<file path="src/rtl/ex_div.sv">
// Multi-cycle restoring divider for DIV/DIVU in the EX stage.
// Stalls IF/ID/EX for 33 cycles and pulses done with quotient (LO) and remainder (HI).
module ex_div (
  input  logic        clk,
  input  logic        rst,
  input  logic        startE,
  input  logic        signedE,
  input  logic [31:0] a,
  input  logic [31:0] b,
  input  logic        cancel,
  output logic        stall_divE,
  output logic        busy,
  output logic        done,
  output logic [31:0] quotient,
  output logic [31:0] remainder
);

  typedef enum logic [1:0] {
    IDLE = 2'd0,
    RUN  = 2'd1,
    DONE = 2'd2
  } state_t;

  state_t      state, state_nx;
  logic [5:0]  cnt;
  logic [31:0] rem, quo, abs_b;
  logic        sign_q, sign_r, b_zero;

  logic [32:0] shifted, diff;
  logic        ge;
  logic [31:0] step_rem, step_quo;

  // One restoring step: shift {rem,quo} left, subtract |b| when it fits.
  always_comb begin
    shifted  = {rem, quo[31]};
    diff     = shifted - {1'b0, abs_b};
    ge       = (shifted >= {1'b0, abs_b});
    step_rem = ge ? diff[31:0] : shifted[31:0];
    step_quo = {quo[30:0], ge};
  end

  // NOTE: every output of a combinational block gets a default first, so no path leaves it unassigned and no latch is inferred.
  always_comb begin
    state_nx = state;
    case (state)
      IDLE:    if (startE) state_nx = RUN;
      RUN:     if (cnt == 6'd31) state_nx = DONE;
      DONE:    state_nx = IDLE;
      default: state_nx = IDLE;
    endcase
    if (cancel) state_nx = IDLE;
  end

  assign busy       = (state == RUN);
  assign done       = (state == DONE) && !cancel && !rst;
  assign stall_divE = !rst && !cancel && (((state == IDLE) && startE) || (state == RUN));

  // NOTE: clocked state uses non-blocking assignments so every register samples pre-edge values.
  always_ff @(posedge clk) begin
    if (rst) state <= IDLE;
    else     state <= state_nx;
  end

  always_ff @(posedge clk) begin
    if (rst) begin
      cnt       <= 6'd0;
      rem       <= 32'd0;
      quo       <= 32'd0;
      abs_b     <= 32'd0;
      sign_q    <= 1'b0;
      sign_r    <= 1'b0;
      b_zero    <= 1'b0;
      quotient  <= 32'd0;
      remainder <= 32'd0;
    end else if (!cancel) begin
      case (state)
        IDLE: if (startE) begin
          rem    <= 32'd0;
          quo    <= (signedE && a[31]) ? -a : a;
          abs_b  <= (signedE && b[31]) ? -b : b;
          sign_q <= (a[31] ^ b[31]) & signedE;
          sign_r <= a[31] & signedE;
          b_zero <= (b == 32'd0);
          cnt    <= 6'd0;
        end
        RUN: begin
          rem <= step_rem;
          quo <= step_quo;
          cnt <= cnt + 6'd1;
          if (cnt == 6'd31) begin
            // Divide by zero yields all ones; the remainder fix-up restores a exactly.
            quotient  <= b_zero ? 32'hFFFF_FFFF : (sign_q ? -step_quo : step_quo);
            remainder <= sign_r ? -step_rem : step_rem;
          end
        end
        default: ;
      endcase
    end
  end

endmodule

</file>
<file path="config.mk">
export PLATFORM = sky130hd
export DESIGN_NAME = ex_div
export DESIGN_NICKNAME = d
export VERILOG_FILES = /design/src/rtl/ex_div.sv
export SDC_FILE = /design/constraint.sdc
export NUM_CORES = 1
export LEC_CHECK = 0
export BUFFER_PORTS_ARGS = -buffer_cell sky130_fd_sc_hd__clkbuf_2
export CORE_MARGIN = 3
export CORE_UTILIZATION = 45
export CTS_BUF_LIST = sky130_fd_sc_hd__clkbuf_8
export DETAILED_ROUTE_END_ITERATION = 16
export PLACE_DENSITY_LB_ADDON = 0.05
export SYNTH_ARGS = -nofsm -noshare
export SYNTH_HDL_FRONTEND = slang
export SYNTH_SLANG_ARGS = --single-unit
</file>
<file path="constraint.sdc">
create_clock -name clk -period 6.65 [get_ports clk]
set_input_delay 1.33 -clock clk [delete_from_list [all_inputs] [get_ports clk]]
set_output_delay 1.33 -clock clk [all_outputs]
set_load 0.01 [all_outputs]
</file>
Word level (Yosys, flattened, before mapping) --
Cells that the tools add are included.
Word-level totals: bits in registers 171, logic and storage cells 59
Cells by class: order comparisons 1, equality and inequality tests 5, multiplexer cells 15, $add $sub $neg 6, bitwise operators 4, reductions and logical operators 18
Operators by type and width (count):
- 2-to-1 mux 32 bit | 8
- negator 32 bit | 4
- one-hot mux 32 bit (2 select lines) | 2
- greater-or-equal comparator 33 x 32 -> 1 bit | 1
- logical NOT 32 bit | 1
- subtractor 32 bit | 1
- one-hot mux 6 bit (2 select lines) | 1
- AND reduction 3 bit | 3
- logical AND 1 bit | 7
- adder 6 x 1 -> 6 bit, second input constant | 1
- equality test 6 x 5 -> 1 bit, second input constant | 1
- 2-to-1 mux 6 bit | 1
- 2-to-1 mux 2 bit | 2
- one-hot mux 2 bit (2 select lines) | 1
- AND 1 bit | 2
- equality test 2 x 1 -> 1 bit, second input constant | 1
- equality test 2 bit, second input constant | 1
- logical NOT 1 bit | 2
- logical NOT 2 bit | 1
- != test 2 x 1 -> 1 bit, second input constant | 1
- != test 2 bit, second input constant | 1
- AND reduction 2 bit | 1
- nonzero test 2 bit | 1
- OR reduction 2 bit | 1
- 3 further kinds | 3

Depth between registers and ports, before layout --
word-level depth 4, depth in mapped cells 25

Least setup slack after synthesis --
No wires, ideal clock.
kind reg2reg, start point register rem[23], end point register remainder[30], clock period less this slack 4789 ps, stages on the path, launching flop included 21, path slack 1861 ps, arrival time 4662 ps, path through dfxtp_1 -> ha_1 -> buf_2 -> and3_1 -> and2_1 -> nand3_1 -> nor4_1 -> a21bo_1 -> buf_2 -> nand2_4 -> clkbuf_1 -> buf_2 -> mux2i_1 -> ha_1 -> nand2_1 -> or4b_4 -> o41a_1 -> nor4b_4 -> and2_4 -> a41o_1 -> nor4_2
On the way: longest elaborated chain between the ends 4, elaborated cells between the ends (all ways) 5, those cells by class add/sub (2); order compare (1); mux (2)
Ends and longest elaborated chain:
- start, declared | line 26 | logic [31:0] rem, quo, abs_b;
- start signal, assigned | line 87 | rem <= step_rem;
- subtractor 32 bit / greater-or-equal comparator 33 x 32 -> 1 bit (equally long branches) | line 36, 37
- 2-to-1 mux 32 bit * | line 38 | step_rem = ge ? diff[31:0] : shifted[31:0];
- negator 32 bit | line 93 | remainder <= sign_r ? -step_rem : step_rem;
- 2-to-1 mux 32 bit * | line 93
- end signal, assigned | line 93
- end, declared | line 15 | output logic [31:0] remainder
Mark *: on every way between the ends. The rest lies on a longest branch, timed or not. A chain may end at the register's enable or synchronous reset.

Final worst setup path --
start point register rem[24], end point register remainder[30]
The elaborated chain is that of the path after synthesis.

==> results.toml <==
[status]
status = "finished, final reports clean"

[hold_path]
worstHoldPathType = "reg -> reg"

[worst_setup_path]
cpMostUsedCell = "ha_1"
slowest_delay_ns = 0.58
path_buf_inv = 0
worst_path_max_delay_cell = "or4b_4"
path_max_fanout = 42
cp.required_ns = 7.02
path_cells = "ha_1 > and3_1 > and2_1 > nand3_1 > nor4_1 > a21bo_1 > nand2_4 > mux2i_1 > ha_1 > nand2_1 > or4b_4 > o41a_1 > nor4b_4 > and2_4 > a41o_1 > nor4_2"
end_kind = "flop"
cp-start-kind = "flop"
worstPathArrival_ns = 5.78
critPathTopFamily = "simple AND/OR/NAND/NOR gates"
critPathKind = "reg -> reg"

[pwr]
power-per-cell-area_nw_per_um2 = 190.2
power.leakage_nw = 5.025
peakVddDrop_v = 0.0001060

[floorplanning]
initial_core_util_pct = 46.43
die_area_um2 = 28260
io_pins = 136
rows = 58
die_x_um = 168.1
chipHeight_um = 168.1
core_area_um2 = 25470

[clocking]
cts_hold_buf = 0
tritoncts = "done"
cts_sinks = 171
clk_latency_ns = 0.48
ctsResizeCount = 0
clk_path_buf_depth = 2
htree_levels = 4
postCtsSetupRepairBufs = 0
ctsRootBufferMaster = "clkbuf_8"
path_clk_slew_ns = 0.11
cts_buffers = 17

[timing]
fin_crit_sh_pct = 81.36
setup_violations = 0
maxSlewHeadroom_pct = 26.09
drv_slew = 0
layout_setup_ws_ns = 1.239
fin_setup_tns_ns = 0
finalHoldViolCount = 0
worst_pin_slew_ns = 1.109
rsz0062_at_grt = "no"
clock_skew_ns = 0.01916
fmax_ghz = 0.1848
period_minus_slack_ns = 5.411

[placed_design]
post-dp-hpwl_mm = 28.90
portBuffers = 135
dpl_cell_area_um2 = 12590
gp_congestion = 0.9425
place_ws_ns = 1.340

[finish]
drive_gt1_share_pct = 13.27
seq_area_um2 = 3423
n_antenna_cell = 0
final_net_count = 1753
fin_util_pct = 50.92
multi_input_area_um2 = 7775
nFillCells = 2568
areaGrowthSynthToFinish_pct = 9.669
final_cell_area_um2 = 12970

[detailed_routing]
drc_errors = 0
drt_pre_antenna_iters = 6
wl_mm = 38.71
wl_per_cell_um = 19.47
via_per_inst = 5.883
ant_nets = 0
drtIter0Drc = 1105
vias = 11700

[logic_synthesis]
syn_inst = 1584
synth_edf_count = 0
ys_seq_area_share_pct = 28.94
synthDistinctLibCells = 91
synth_top_cell_by_area = "dfxtp_1"
yosysWarnings = 0
synth.net_count = 1691
yosys-top-cells-area = "dfxtp_1 (29%), nor2_1 (8.0%), a21oi_1 (5.7%)"
synth.most_common_cell = "nor2_1"
synth_top_area_share_pct = 28.94
synth_common_cells = "nor2_1 (252), dfxtp_1 (171), a21oi_1 (135)"
ys.flop_type = "dfxtp_1"
synth_area_per_cell_um2 = 7.467
async_reset_ff_share_pct = 0
ys_ff_latch = 171
syn_area_um2 = 11830

[global_routing]
grt_pass1_vias = 10520
antenna_found_initial = 0
grt_max_degree = 91
grt_usage_pct = 26.55
overflow = 0
grt_pass1_wl_mm = 60.30

[run]
cap_violations = 0
-- logic make-up (layout without fill, tap and decap cells) --
group           Yosys count  in the layout  share of synthesized area [%]
compound gates          445            445                          25.04
xor+xnor                138            138                          10.22
fa+ha+maj                38             38                          4.083
buf+inv                 160            234                          5.511
flops                   171            171                          28.94
mux                      22             22                          1.936
simple gates            610            610                          24.27
-- layer usage --
metal / track usage, % / share of wire [%] / vias to the layer above
li1: - / - / 5848
met1: 41.43 / 51 / 5429
met3: 5.494 / 7.4 / 38
met5: 0 / 0 / -
met4: 5.194 / 1.3 / 0
met2: 37.52 / 40 / 381
-- path summary, 6_finish.rpt --
check                  endpoint           from  slack (ns)  depth (start not counted)
hold / removal    remainder[14]  remainder[14]        0.45                          2
setup reg to reg  remainder[30]        rem[24]        1.24                         16
setup / recovery  remainder[30]        rem[24]        1.24                         16
hold reg to reg   remainder[14]  remainder[14]        0.45                          2
-- metrics by stage --
stage / cells / hold WS (ns) / power [W]
after global placement: 1957 / 0.4376 / 0.001728
after floorplan: 1584 / 0.4319 / 0.001538
after global routing: 1988 / 0.4770 / 0.002588
final: 1988 / 0.4538 / 0.002467
after CTS: 1988 / 0.4574 / 0.002473
after detailed placement: 1957 / 0.4438 / 0.001728
-- tightest hold or removal path, stage by stage, from the launching register on --
cell     delay [ns]
dfxtp_1        0.32
nand2_1        0.05
a21oi_1        0.05
-- final cells by class --
class,count,share of cell area [%]
multi-input combinational,1253,59.94
sequential,171,26.39
timing repair buffer,146,5.865
tap,330,3.183
clock buffer,17,1.804
inverter,57,1.649
clock inverter,14,1.167
-- flip-flops by register name, indices dropped and copies added (netlist names) --
signal,cells
cnt,6
sign_q,1
remainder,32
b_zero,1
quotient,32
sign_r,1
abs_b,32
state,2
quo,32
rem,32
-- cell usage in the layout (no fill, tap or decap), types with 12 or more instances in the layout --
cell and count:
nor2_1 252, dfxtp_1 171, a21oi_1 135, clkbuf_2 134, nand2_1 131, a211oi_1 79
xor2_1 70, xnor2_1 68, o21ai_0 66, nor3_1 62, inv_1 56, ha_1 37
nand3_1 34, o31ai_1 23, a22oi_1 21, or3_1 20, clkbuf_8 17, mux2i_1 15
nand4_1 14, or4_1 14, o211ai_1 13, nor4_1 12, buf_4 12
-- power breakdown --
part / leakage [nW] / internal [W] / switching [W]
Combinational: 3.44 / 0.000220 / 0.000412
Sequential: 1.39 / 0.00105 / 0.0000318
Clock: 0.194 / 0.000281 / 0.000470
(Power assumes the default switching activity.)
